$ cat config.mk
export PLATFORM = sky130hd
export DESIGN_NAME = spi_flash_read_seq_flat
export DESIGN_NICKNAME = d
export VERILOG_FILES = /design/src/rtl/spi_flash_read_seq_pkg.sv /design/src/rtl/spi_flash_read_seq_if.sv /design/src/rtl/spi_flash_read_seq_shifter.sv /design/src/rtl/spi_flash_read_seq.sv /design/src/flat_wrapper.sv
export SDC_FILE = /design/constraint.sdc
export NUM_CORES = 1
export LEC_CHECK = 0
export CORE_ASPECT_RATIO = 0.6
export CORE_MARGIN = 3
export CORE_UTILIZATION = 40
export DETAILED_ROUTE_END_ITERATION = 6
export PLACE_DENSITY = 0.67
export SLEW_MARGIN = 30
export SYNTH_ARGS = -nofsm -noshare
export SYNTH_HDL_FRONTEND = slang
export SYNTH_SLANG_ARGS = --single-unit
$ cat constraint.sdc
create_clock -name system_clk -period 2 [get_ports system_clk]
set_input_delay 0.2 -clock system_clk [delete_from_list [all_inputs] [get_ports system_clk]]
set_output_delay 0.2 -clock system_clk [all_outputs]
set_load 0.05 [all_outputs]
$ cat src/rtl/spi_flash_read_seq_pkg.sv
// Shared constants for the SPI flash read sequencer: FSM state codes, flash opcodes, address width.
package spi_flash_pkg;

    localparam int unsigned ADDR_W = 24;

    localparam logic [7:0] CMD_READ      = 8'h03;
    localparam logic [7:0] CMD_FAST_READ = 8'h0B;

    localparam logic [3:0] ST_IDLE     = 4'd0;
    localparam logic [3:0] ST_CS_SETUP = 4'd1;
    localparam logic [3:0] ST_CMD      = 4'd2;
    localparam logic [3:0] ST_ADDR     = 4'd3;
    localparam logic [3:0] ST_DUMMY    = 4'd4;
    localparam logic [3:0] ST_DATA     = 4'd5;
    localparam logic [3:0] ST_PUSH     = 4'd6;
    localparam logic [3:0] ST_CS_HOLD  = 4'd7;
    localparam logic [3:0] ST_DONE     = 4'd8;

endpackage

$ cat src/rtl/spi_flash_read_seq_if.sv
// Flash pin bundle plus downstream FIFO write port; master = sequencer, slave = flash/FIFO side.
interface spi_flash_read_seq_if;

    logic       spi_cs_n;
    logic       spi_sclk;
    logic       spi_mosi;
    logic       spi_miso;
    logic       fifo_write_req;
    logic [7:0] fifo_dataIn;
    logic       fifo_full;

    modport master (
        output spi_cs_n, spi_sclk, spi_mosi, fifo_write_req, fifo_dataIn,
        input  spi_miso, fifo_full
    );

    modport slave (
        input  spi_cs_n, spi_sclk, spi_mosi, fifo_write_req, fifo_dataIn,
        output spi_miso, fifo_full
    );

endinterface

$ cat src/rtl/spi_flash_read_seq_shifter.sv
// Mode-0 SPI byte engine: SCLK divider, bit counter, MSB-first TX/RX shift registers.
module spi_byte_shifter #(
    parameter int unsigned CLK_DIV = 4
) (
    input  logic       system_clk,
    input  logic       system_reset_n,
    input  logic       load_i,
    input  logic [7:0] tx_byte_i,
    input  logic       miso_i,
    output logic       sclk_o,
    output logic       mosi_o,
    output logic [7:0] rx_byte_o,
    output logic       byte_done_o
);

    localparam int unsigned DIV_W = (CLK_DIV > 1) ? $clog2(CLK_DIV) : 1;

    logic [DIV_W-1:0] div_q;
    logic [2:0]       bit_q;
    logic             active_q;
    logic             sclk_q;
    logic             mosi_q;
    logic [7:0]       tx_q;
    logic [7:0]       rx_q;
    logic             div_end;

    assign div_end     = (div_q == DIV_W'(CLK_DIV - 1));
    // Asserted on the cycle whose edge drops SCLK after bit 0, so a load on that
    // same edge starts the next byte with no gap.
    assign byte_done_o = active_q & sclk_q & div_end & (bit_q == 3'd7);
    assign sclk_o      = sclk_q;
    assign mosi_o      = mosi_q;
    assign rx_byte_o   = rx_q;

    always_ff @(posedge system_clk or negedge system_reset_n) begin
        if (!system_reset_n) begin
            div_q    <= '0;
            bit_q    <= '0;
            active_q <= 1'b0;
            sclk_q   <= 1'b0;
            mosi_q   <= 1'b0;
            tx_q     <= '0;
            rx_q     <= '0;
        end else if (load_i) begin
            active_q <= 1'b1;
            sclk_q   <= 1'b0;
            div_q    <= '0;
            bit_q    <= '0;
            mosi_q   <= tx_byte_i[7];
            tx_q     <= {tx_byte_i[6:0], 1'b0};
        end else if (active_q) begin
            if (div_end) begin
                div_q <= '0;
                if (!sclk_q) begin
                    sclk_q <= 1'b1;
                    rx_q   <= {rx_q[6:0], miso_i};
                end else begin
                    sclk_q <= 1'b0;
                    if (bit_q == 3'd7) begin
                        active_q <= 1'b0;
                        mosi_q   <= 1'b0;
                    end else begin
                        bit_q  <= bit_q + 3'd1;
                        mosi_q <= tx_q[7];
                        tx_q   <= {tx_q[6:0], 1'b0};
                    end
                end
            end else begin
                div_q <= div_q + DIV_W'(1);
            end
        end
    end

endmodule

$ cat src/rtl/spi_flash_read_seq.sv
// SPI flash READ sequencer: command, 24-bit address, N data bytes pushed to a FIFO with backpressure.
// Define FAST_READ_EN to issue 0x0B with one dummy byte instead of 0x03.
module spi_flash_read_seq
    import spi_flash_pkg::*;
#(
    parameter int unsigned CLK_DIV     = 4,
    parameter int unsigned LEN_W       = 16,
    parameter int unsigned CS_HIGH_CYC = 8
) (
    input  logic              system_clk,
    input  logic              system_reset_n,
    input  logic              start_i,
    input  logic [ADDR_W-1:0] start_addr_i,
    input  logic [LEN_W-1:0]  rd_len_i,
    input  logic              abort_i,
    output logic              busy_o,
    output logic              done_o,
    spi_flash_read_seq_if.master bus
);

`ifdef FAST_READ_EN
    localparam logic [7:0] CMD_BYTE = CMD_FAST_READ;
`else
    localparam logic [7:0] CMD_BYTE = CMD_READ;
`endif
    localparam int unsigned HOLD_W = $clog2(CS_HIGH_CYC + 1);

    logic [3:0]        state_q, state_d;
    logic              cs_n_q, cs_n_d;
    logic [LEN_W-1:0]  rem_q, rem_d;
    logic [ADDR_W-1:0] addr_q, addr_d;
    logic [1:0]        abyte_q, abyte_d;
    logic [HOLD_W-1:0] hold_q, hold_d;
    logic              abort_q, abort_d;
    logic              wr_q, wr_d;
    logic [7:0]        data_q, data_d;

    logic       load;
    logic [7:0] tx_byte;
    logic [7:0] rx_byte;
    logic       byte_done;
    logic       in_xfer;
    logic       abort_pend;

    spi_byte_shifter #(.CLK_DIV(CLK_DIV)) u_shifter (
        .system_clk     (system_clk),
        .system_reset_n (system_reset_n),
        .load_i         (load),
        .tx_byte_i      (tx_byte),
        .miso_i         (bus.spi_miso),
        .sclk_o         (bus.spi_sclk),
        .mosi_o         (bus.spi_mosi),
        .rx_byte_o      (rx_byte),
        .byte_done_o    (byte_done)
    );

    assign bus.spi_cs_n       = cs_n_q;
    assign bus.fifo_write_req = wr_q;
    assign bus.fifo_dataIn    = data_q;
    assign busy_o             = (state_q != ST_IDLE);
    assign done_o             = (state_q == ST_DONE);

    assign in_xfer    = state_q inside {ST_CS_SETUP, ST_CMD, ST_ADDR, ST_DUMMY, ST_DATA, ST_PUSH};
    assign abort_pend = abort_q | abort_i;

    always_comb begin
        state_d = state_q;
        cs_n_d  = cs_n_q;
        rem_d   = rem_q;
        addr_d  = addr_q;
        abyte_d = abyte_q;
        hold_d  = hold_q;
        wr_d    = 1'b0;
        data_d  = data_q;
        load    = 1'b0;
        tx_byte = '0;
        abort_d = abort_q | (abort_i & in_xfer);

        case (state_q)
            ST_IDLE: begin
                abort_d = 1'b0;
                if (start_i) begin
                    addr_d  = start_addr_i;
                    rem_d   = rd_len_i;
                    abyte_d = '0;
                    state_d = (rd_len_i == '0) ? ST_DONE : ST_CS_SETUP;
                end
            end
            ST_CS_SETUP: begin
                // CS falls on the same edge the shifter loads, giving CLK_DIV cycles before the first rise.
                cs_n_d  = 1'b0;
                load    = 1'b1;
                tx_byte = CMD_BYTE;
                state_d = ST_CMD;
            end
            ST_CMD: begin
                if (byte_done) begin
                    if (abort_pend) begin
                        state_d = ST_CS_HOLD;
                        cs_n_d  = 1'b1;
                        hold_d  = '0;
                    end else begin
                        load    = 1'b1;
                        tx_byte = addr_q[23:16];
                        abyte_d = 2'd1;
                        state_d = ST_ADDR;
                    end
                end
            end
            ST_ADDR: begin
                if (byte_done) begin
                    if (abort_pend) begin
                        state_d = ST_CS_HOLD;
                        cs_n_d  = 1'b1;
                        hold_d  = '0;
                    end else if (abyte_q != 2'd3) begin
                        load    = 1'b1;
                        tx_byte = (abyte_q == 2'd1) ? addr_q[15:8] : addr_q[7:0];
                        abyte_d = abyte_q + 2'd1;
                    end else begin
                        load = 1'b1;
`ifdef FAST_READ_EN
                        state_d = ST_DUMMY;
`else
                        state_d = ST_DATA;
`endif
                    end
                end
            end
            ST_DUMMY: begin
                if (byte_done) begin
                    if (abort_pend) begin
                        state_d = ST_CS_HOLD;
                        cs_n_d  = 1'b1;
                        hold_d  = '0;
                    end else begin
                        load    = 1'b1;
                        state_d = ST_DATA;
                    end
                end
            end
            ST_DATA: begin
                if (byte_done) state_d = ST_PUSH;
            end
            ST_PUSH: begin
                if (!bus.fifo_full) begin
                    wr_d   = 1'b1;
                    data_d = rx_byte;
                    rem_d  = rem_q - LEN_W'(1);
                    if ((rem_q == LEN_W'(1)) || abort_pend) begin
                        state_d = ST_CS_HOLD;
                        cs_n_d  = 1'b1;
                        hold_d  = '0;
                    end else begin
                        load    = 1'b1;
                        state_d = ST_DATA;
                    end
                end
            end
            ST_CS_HOLD: begin
                if (hold_q == HOLD_W'(CS_HIGH_CYC - 1)) state_d = ST_DONE;
                else                                    hold_d  = hold_q + HOLD_W'(1);
            end
            ST_DONE: state_d = ST_IDLE;
            default: state_d = ST_IDLE;
        endcase
    end

    always_ff @(posedge system_clk or negedge system_reset_n) begin
        if (!system_reset_n) begin
            state_q <= ST_IDLE;
            cs_n_q  <= 1'b1;
            rem_q   <= '0;
            addr_q  <= '0;
            abyte_q <= '0;
            hold_q  <= '0;
            abort_q <= 1'b0;
            wr_q    <= 1'b0;
            data_q  <= '0;
        end else begin
            state_q <= state_d;
            cs_n_q  <= cs_n_d;
            rem_q   <= rem_d;
            addr_q  <= addr_d;
            abyte_q <= abyte_d;
            hold_q  <= hold_d;
            abort_q <= abort_d;
            wr_q    <= wr_d;
            data_q  <= data_d;
        end
    end

endmodule

$ cat src/flat_wrapper.sv
// flat-port wrapper written by rule: the top's interface ports become plain ports
module spi_flash_read_seq_flat import spi_flash_pkg::*;
#(
    parameter int unsigned CLK_DIV     = 4,
    parameter int unsigned LEN_W       = 16,
    parameter int unsigned CS_HIGH_CYC = 8
)
  (system_clk, system_reset_n, start_i, start_addr_i, rd_len_i, abort_i, busy_o, done_o, bus_spi_cs_n, bus_spi_sclk, bus_spi_mosi, bus_fifo_write_req, bus_fifo_dataIn, bus_spi_miso, bus_fifo_full);
  spi_flash_read_seq_if bus_i ();
  input  logic system_clk;
  input  logic system_reset_n;
  input  logic start_i;
  input  logic [ADDR_W-1:0] start_addr_i;
  input  logic [LEN_W-1:0] rd_len_i;
  input  logic abort_i;
  output logic busy_o;
  output logic done_o;
  output wire logic [$bits(bus_i.spi_cs_n)-1:0] bus_spi_cs_n;
  output wire logic [$bits(bus_i.spi_sclk)-1:0] bus_spi_sclk;
  output wire logic [$bits(bus_i.spi_mosi)-1:0] bus_spi_mosi;
  output wire logic [$bits(bus_i.fifo_write_req)-1:0] bus_fifo_write_req;
  output wire logic [$bits(bus_i.fifo_dataIn)-1:0] bus_fifo_dataIn;
  input wire logic [$bits(bus_i.spi_miso)-1:0] bus_spi_miso;
  input wire logic [$bits(bus_i.fifo_full)-1:0] bus_fifo_full;
  assign bus_spi_cs_n = bus_i.spi_cs_n;
  assign bus_spi_sclk = bus_i.spi_sclk;
  assign bus_spi_mosi = bus_i.spi_mosi;
  assign bus_fifo_write_req = bus_i.fifo_write_req;
  assign bus_fifo_dataIn = bus_i.fifo_dataIn;
  assign bus_i.spi_miso = bus_spi_miso;
  assign bus_i.fifo_full = bus_fifo_full;
  spi_flash_read_seq #(.CLK_DIV(CLK_DIV), .LEN_W(LEN_W), .CS_HIGH_CYC(CS_HIGH_CYC)) u_core (.system_clk(system_clk), .system_reset_n(system_reset_n), .start_i(start_i), .start_addr_i(start_addr_i), .rd_len_i(rd_len_i), .abort_i(abort_i), .busy_o(busy_o), .done_o(done_o), .bus(bus_i));
endmodule
# [Yosys cells after proc, flatten, opt, wreduce, memory -nomap -nowiden]
# Index checks and enable logic that the tools add are counted.
[word_totals] register_bits=85 out_inout_bits=14
[classes] n_mux=77 eq_ne=30 n_reduce_logical=24 n_bitwise=9 add_sub_neg=5
[op_table] operator="8-bit two-way mux" n=11
[op_table] operator="4-bit two-way mux" n=15
[op_table] operator="16-bit two-way mux" n=2
[op_table] operator="16-bit case mux with 2 select lines" n=1
[op_table] operator="4-bit case mux with 8 select lines" n=1
[op_table] operator="1-bit two-way mux" n=25
[op_table] operator="8-bit case mux with 3 select lines" n=1
[op_table] operator="2-bit two-way mux" n=11
[op_table] operator="4-bit by 3-bit == test with 1-bit output (second input constant)" n=5
[op_table] operator="3-bit two-way mux" n=6
[op_table] operator="16-bit by 1-bit == test with 1-bit output (second input constant)" n=1
[op_table] operator="16-bit zero test" n=1
[op_table] operator="2-bit by 1-bit != test with 1-bit output (second input constant)" n=8
[op_table] operator="2-bit != test (second input constant)" n=8
[op_table] operator="16-bit by 1-bit subtractor with 16-bit output (second input constant)" n=1
[op_table] operator="4-bit case mux with 3 select lines" n=1
[op_table] operator="3-bit nonzero test" n=3
[op_table] operator="4-bit by 2-bit == test with 1-bit output (second input constant)" n=2
[op_table] operator="4-bit AND reduction" n=2
[op_table] operator="8-bit AND reduction" n=1
[op_table] operator="2-bit nonzero test" n=4
[op_table] operator="7-bit AND reduction" n=1
[op_table] operator="1-bit case mux with 3 select lines" n=2
[op_table] operator="2-bit case mux with 3 select lines" n=1
[op_table] operator="other kinds (21)" n=31

# [Logic depth before layout (Yosys ltp)]
# Gate-level depths: netlist of the first run.
[depth] word_depth=7 mapped_depth=10 depth_no_buf=7

# [Modules after synthesis]
# Synthesis of the first run repeated with hierarchy kept, for this count alone.
[unflattened] hier_cells=489 hier_area_um2=4494.3
[by_module_without_submodules] mod="spi_flash_read_seq" n_inst=1 area_each_um2=3397.0 cells_per_inst=412
[by_module_without_submodules] mod="spi_byte_shifter" n_inst=1 area_each_um2=1097.3 cells_per_inst=77

# [Worst setup path after synthesis of the first run]
# OpenSTA, ideal clock, no wires.
[synth_path] kind="reg-to-reg" start="reg u_core.u_shifter.bit_q[0]" end="reg u_core.u_shifter.rx_q[0], in the netlist u_core.u_shifter.rx_byte_o[0]" setup_slack_ps=-208 stages_incl_launch_ff=10 t_required_ps=1875 period_less_slack_ps=2208 arrival_time_ps=2083 cell_sequence="dfrtp_1 > ha_1 > ha_1 > clkbuf_2 > and4_1 > buf_2 > nand2_1 > o311a_1 > nand3b_2 > mux2_2"
[synth_via] elab_chain_len=6
[synth_lines] item="start: declaration" line_no="spi_flash_read_seq_shifter.sv:19" rtl="logic [2:0] bit_q;"
[synth_lines] item="start signal: assignment" line_no="spi_flash_read_seq_shifter.sv:63" rtl="bit_q <= bit_q + 3'd1;"
[synth_lines] item="3-bit == test" line_no="spi_flash_read_seq_shifter.sv:30" rtl="assign byte_done_o = active_q & sclk_q & div_end & (bit_q == 3'd7);"
[synth_lines] item="1-bit AND" line_no="spi_flash_read_seq_shifter.sv:30"
[synth_lines] item="1-bit two-way mux" line_no="spi_flash_read_seq.sv:131" rtl="if (byte_done) begin"
[synth_lines] item="1-bit case mux with 3 select lines" line_no="spi_flash_read_seq.sv:79" rtl="case (state_q)"
[synth_lines] item="1-bit inverter (no source line)"
[synth_lines] item="4-bit AND reduction (no source line)"
[synth_lines] item="end signal: assignment" line_no="spi_flash_read_seq_shifter.sv:56" rtl="rx_q <= {rx_q[6:0], miso_i};"
[synth_lines] item="end: declaration" line_no="spi_flash_read_seq_shifter.sv:24" rtl="logic [7:0] rx_q;"
# Every way passes these cells.
# A chain may end at the register's enable or synchronous reset.

# [Worst setup path after layout of the first run]
# Ends and elaborated chain as after synthesis.

==> results of run 1 <==
## per-stage QoR
stage / worst slack [ns] / cell area [sq um] / hold slack (ns) / cells
after floorplan: -0.0692 / 4590 / -0.0956 / 433
after global placement: -0.0198 / 5720 / 0.205 / 663
after detailed placement: -0.0694 / 5720 / 0.209 / 663
after CTS: -0.000000222 / 6060 / 0.394 / 680
after global routing: -0.0908 / 6220 / 0.409 / 683
final: -0.0412 / 6220 / 0.370 / 683
## flip-flops by register name (all words and copies together) (netlist names)
register and cells:
u_core.u_shifter.mosi_o 1, u_core.addr_q 24, u_core.rem_q 16, u_core.state_q 4
u_core.hold_q 4, u_core.u_shifter.rx_byte_o 8, u_core.u_shifter.bit_q 3, u_core.u_shifter.tx_q 7
u_core.bus.spi_cs_n 1, u_core.abyte_q 2, u_core.bus.fifo_write_req 1, u_core.u_shifter.active_q 1
u_core.bus.fifo_dataIn 8, u_core.u_shifter.sclk_o 1, u_core.u_shifter.div_q 2, u_core.abort_q 1
## layer usage
metal	part of all wire [%]	track usage (%)	wire, um	up-vias
met3	6.1	4.96	741	15
li1	-	-	-	1851
met4	1.2	4.66	141	0
met1	50	31.3	6110	1911
met5	0	0	0	-
met2	43	27.0	5250	114
## final timing paths
kind | to | slack [ns] | cells after the start | startpoint
min in group system_clk | u_core.addr_q[11]$_DFFE_PN0P_ | 0.47 | 2 | start_addr_i[11]
min reg2reg | u_core.addr_q[14]$_DFFE_PN0P_ | 0.50 | 1 | u_core.addr_q[14]$_DFFE_PN0P_
min | u_core.rem_q[1]$_DFFE_PN0P_ | 0.37 | 2 | system_reset_n
max reg2reg | u_core.u_shifter.rx_byte_o[0]$_DFFE_PN0P_ | -0.04 | 7 | u_core.u_shifter.bit_q[0]$_DFFE_PN0P_
max | u_core.u_shifter.rx_byte_o[0]$_DFFE_PN0P_ | -0.04 | 7 | u_core.u_shifter.bit_q[0]$_DFFE_PN0P_
max in group asynchronous | u_core.addr_q[22]$_DFFE_PN0P_ | 0.94 | 3 | system_reset_n
## worst max-delay path, stage by stage, from the launching register on
cell and delay, ns:
dfrtp_1 0.44, ha_4 0.18, ha_4 0.12, and4_4 0.25, nand2_2 0.07, o311a_4 0.36, nand3b_4 0.18, mux2_4 0.32
## power by group through the flow
stage / registers [mW] / logic, mW / clock network [mW]
after floorplan: 3.31 / 2.72 / 0
after global placement: 3.02 / 4.59 / 0
after detailed placement: 3.07 / 4.72 / 0
after CTS: 3.06 / 4.80 / 1.73
after global routing: 3.20 / 5.54 / 1.80
final: 3.10 / 5.10 / 1.70
## layout by cell type (no fill, tap or decap), types with 4 or more instances in the layout
| master | Yosys | final |
|---|---|---|
| a31oi_1 | 8 | 7 |
| buf_12 | 0 | 5 |
| a21o_1 | 5 | 5 |
| nor2b_1 | 5 | 4 |
| o21ai_0 | 22 | 21 |
| nand2_1 | 22 | 21 |
| mux2_4 | 0 | 8 |
| inv_1 | 11 | 10 |
| buf_4 | 0 | 56 |
| nand3_1 | 6 | 6 |
| clkdlybuf4s50_1 | 0 | 56 |
| or3_1 | 4 | 4 |
| nand4_1 | 4 | 4 |
| nor4_1 | 9 | 8 |
| dfrtp_1 | 83 | 81 |
| o22ai_1 | 6 | 5 |
| nand2b_1 | 4 | 4 |
| mux2_2 | 49 | 41 |
| nor3_1 | 12 | 11 |
| mux2i_1 | 8 | 8 |
| a21oi_2 | 1 | 4 |
| a21oi_1 | 30 | 27 |
| ha_1 | 8 | 4 |
| clkbuf_16 | 0 | 9 |
| nor2_1 | 30 | 30 |
| o2bb2ai_1 | 5 | 5 |
| a22oi_1 | 8 | 8 |
## final cells by class
class / instances / area (sq um)
multi-input cells: 312 / 2470
clock buffers: 10 / 229
well taps: 139 / 174
inverters: 11 / 41.3
fillers: 886 / 4560
repair buffers: 121 / 1130
clock inverters: 6 / 72.6
flip-flops and latches: 84 / 2110
## kinds of logic after synthesis
family          after synthesis  synth area share (%)
compound gates              115                  16.9
xor+xnor                      1                 0.195
fa+ha+maj                     8                  2.23
buf+inv                      37                  3.34
flops                        84                  46.8
mux                          57                  14.0
simple gates                131                  16.6
## repair_timing
action                                 in CTS  in global routing
setup endpoints to repair                  15                 22
buffers inserted                            0                  3
endpoints found under the hold margin      35                  0
resized for setup                           9                 27
hold buffers                                1                  0
pin swaps                                   1                  6
==> metrics, run 1 <==
aggregate global routing overflow 0; vias in the first global route around 3700; Max IR drop VDD roughly 0.68 mV; Slew Limit Fails 0; Worst Path Required 2.22 ns; Max Clk Rate 490 MHz; initial antenna violation count 0; clk sinks 84; Syn-to-layout area delta 38.2%; Vias/cell roughly 5.7; Mapped Nets between 400 and 500; Sw Ratio 40.3%; DR DRC count 0; Arrival @ worst endpoint around 2.3 ns; status finished, violations left; Die W 143 um; All-Layer GR Usage approximately a fifth; gpl congestion 0.853; Hold Path Class in -> async; vias around 3900; Slew @ Worst Pin around 0.51 ns; Layout Nets 593; Setup crit end kind flop; CTS Buffer Depth 2; synthesized flop and latch total 84; yosys warns 0; Critical Path Fanout Max 8; WS Path Type reg -> reg; synth top area cells dfrtp_1 46%, mux2_2 12%, a21oi_1 3.3%, nor2_1 2.5%, o21ai_0 2.4%; skew final ~0.0054 ns; failing checks negative setup slack; Clock Pin Slew Worst Setup and Hold Paths 0.06 ns; IO Port Bufs 59; layout cells sized above 1 31.3%; MaxCap Viol Count 0; Power Dens Cells 1590 nW/um^2; Sw Pwr about 4 mW; TritonCTS clock tree done; final-report hold violation count 0; antenna cells 0; top-area cell type share of the netlist area a little under half; type of origin of the critical path flop; global-route wire length before repair between 15000 and 20000 um; DRT Wirelength approximately 12000 um; CTS H-Tree Depth 3; clk_lat worst skew ~0.34 ns; starting density of the core between 40% and 50%; root buffer cell clkbuf_16; setup ws final -0.0412 ns; Internal around 5.9 mW; Power Total 9.90 mW; Core Region roughly 11000 sq um; die area between 10000 and 15000 sq um; mean post-synth cell area approximately 10 sq um; synth cell count leaders 83 x dfrtp_1, 49 x mux2_2, 30 x a21oi_1, 30 x nor2_1; cell with the most instances after synthesis dfrtp_1; slew margin rel. about two thirds; synthesized area ~4500 sq um; Setup TNS Final -0.294 ns; Post-DP HPWL about 8800 um; sequential share of power 31.3%; fin crit share 102%; First DRT Iteration DRCs slightly below 400; Top FF cell, synth dfrtp_1; io pins 60; Die H about 90 um; Avg WL per Cell between 15 and 20 um; drt first pass iters 6; count of final setup violators 9; post-synth cell types 66; post-synth top area cell dfrtp_1; largest net degree at the start of global routing 39; FP Rows 29; final design utilization a little under 60%; clock share of power 17.2%; TritonCTS buffer count 9; unrepaired setup endpoints after global routing yes; antenna-violating nets left 0; Tmin final 2.04 ns; EDFF count, synth 0; fraction of synthesis flops using an asynchronous set or reset pin 100%; Seq/Total Area, Yosys a little under half; Lkg Pwr roughly 2.6 nW; Syn Inst Count between 400 and 500; combinational share of power between 50% and 60%
Power figures use the tool's default switching activity.
==> run 2, diff against run 1 <==
CORE_ASPECT_RATIO = 2   (was 0.6)
CORE_MARGIN = 2   (was 3)
==> run 2 against run 1 <==
Compared with the run above: the flow now finishes without violations; critical path depth unchanged; critical path type unchanged; die area down 3.4%; largest cell class unchanged; power down 4.1%; design area down 2.0%; wire length down 6.7%; largest power group unchanged; sequential power about the same; hold slack worse by 0.015 ns; combinational power down 7.1%.
==> metrics, run 2 (synthesis results as in run 1) <==
Post-DP HPWL 8650 um; unrepaired setup endpoints after global routing yes; Setup crit end kind flop; Power Dens Cells 1560 nW/um^2; All-Layer GR Usage between 10% and 20%; io pins 60; count of final setup violators 0; status complete, no violations; Worst Path Required 2.23 ns; global-route wire length before repair 19300 um; Post-Place Setup Slack -0.0201 ns; Max IR drop VDD around 0.85 mV; most frequent cells in the layout 81 x dfrtp_1, 56 x clkdlybuf4s50_1, 55 x buf_4; Critical Path Fanout Max 8; setup ws final about 0.058 ns; Placed Area 5690 sq um; Syn-to-layout area delta 35.5%; vias in the first global route 4007; Lkg Pwr 2.56 nW; Vias/cell roughly 5.6; FP Rows 54; TritonCTS buffer count 9; final-report hold violation count 0; max FFs per register 24; biggest registers after layout u_core.addr_q: 24 flops, u_core.rem_q: 16 flops; Layout Nets slightly below 600; largest net degree at the start of global routing 38; slew margin rel. approximately 64%; Slew Limit Fails 0; Clock Pin Slew Worst Setup and Hold Paths approximately 0.060 ns; antenna-violating nets left 0; die area 12200 sq um; post-route cell area roughly 6100 sq um; Avg WL per Cell 16.8 um; drt first pass iters 4; leading cell type in the layout, fill and taps excluded dfrtp_1; TritonCTS clock tree done; Max Clk Rate 515 MHz; vias approximately 3800; WS Path Type reg -> reg; Arrival @ worst endpoint ~2.2 ns; CTS H-Tree Depth 3; antenna cells 0; fin crit share 97.1%; Slew @ Worst Pin about 0.53 ns; Core Region 10900 sq um; Largest Register u_core.addr_q; aggregate global routing overflow 0; Hold Path Class in -> async; layout cells sized above 1 slightly below 30%; type of origin of the critical path flop; DRT Wirelength 11400 um; Die H approximately 150 um; clk sinks 84; gpl congestion approximately 0.90; DR DRC count 0; IO Port Bufs 59; MaxCap Viol Count 0; starting density of the core about 41%; Die W 79.0 um; CTS Buffer Depth 2; initial antenna violation count 0; root buffer cell clkbuf_16; skew final a little under 0.005 ns; Tmin final 1.94 ns; First DRT Iteration DRCs ~170; clk_lat worst skew between 0.3 and 0.4 ns
run 2: cell types whose count changed in the layout (fill, tap and decap cells not counted), moves of 2 or more:
cell,delta
buf_6,-2
a21oi_2,-2
a21oi_1,+2
ha_4,-2
ha_1,+2
run 2: report_power, final:
part	leakage [nW]	switching (mW)	internal [mW]	total, mW
sequential	1.04	0.590	2.48	3.07
clock	0.144	0.704	0.980	1.68
combinational	1.38	2.41	2.32	4.74
run 2: worst max-delay path, cell delays in order, from the launching register on:
cell	delay, ns
dfrtp_1	0.36
ha_2	0.20
ha_4	0.13
and4_4	0.23
nand2_2	0.06
o311a_4	0.34
nand3b_4	0.18
mux2_4	0.32
run 2: cell type report:
class	count	area [sq um]
Multi-Input combinational cell	312	2410
Fill cell	960	4850
Clock buffer	10	229
Inverter	11	41.3
Timing Repair Buffer	116	1060
Tap cell	140	175
Sequential cell	84	2110
Clock inverter	6	72.6
run 2: per-stage QoR:
step	power (mW)	instances	TNS (ns)	util (%)	hold slack (ns)
finish	9.49	679	0	55.7	0.356
global route	10.2	679	-0.188	55.7	0.413
CTS	9.42	678	0	55.0	0.376
detailed placement	7.68	661	-0.0932	52.0	0.197
global placement	7.52	661	0	52.0	0.193
floorplan	6.03	433	-0.554	-	-0.0956
run 2: path summary, 6_finish.rpt:
check	from	end	slack [ns]	cells past startpoint
setup / recovery	u_core.u_shifter.bit_q[0]$_DFFE_PN0P_	u_core.u_shifter.rx_byte_o[7]$_DFFE_PN0P_	0.06	7
hold / removal	system_reset_n	u_core.addr_q[15]$_DFFE_PN0P_	0.36	2
setup reg to reg	u_core.u_shifter.bit_q[0]$_DFFE_PN0P_	u_core.u_shifter.rx_byte_o[7]$_DFFE_PN0P_	0.06	7
hold reg to reg	u_core.addr_q[0]$_DFFE_PN0P_	u_core.addr_q[0]$_DFFE_PN0P_	0.51	1
max in group asynchronous	system_reset_n	u_core.u_shifter.rx_byte_o[4]$_DFFE_PN0P_	1.07	3
min in group system_clk	rd_len_i[0]	u_core.rem_q[0]$_DFFE_PN0P_	0.45	3
run 2: what timing repair did:
action	in CTS	in global routing
gates resized for setup	3	15
endpoints found under the setup margin	15	31
hold endpoints to repair	33	0
setup buffers	0	1
hold buffers	1	0
pin swaps	0	2
run 2: routing by layer:
metal / wire, um / part of all wire, % / GRT usage, % / vias to the layer above
met4: 416 / 3.6 / 9.61 / 0
met1: 4340 / 38 / 21.8 / 1856
met5: 0 / 0 / 0 / -
met2: 6190 / 54 / 36.4 / 106
met3: 472 / 4.1 / 3.35 / 26
li1: - / - / - / 1829
==> run 3, diff against run 2 <==
GPL_ROUTABILITY_DRIVEN = 0   (was unset)
==> results of run 3 <==
No change in the layout: final DEF, timing and power equal those of run 2.
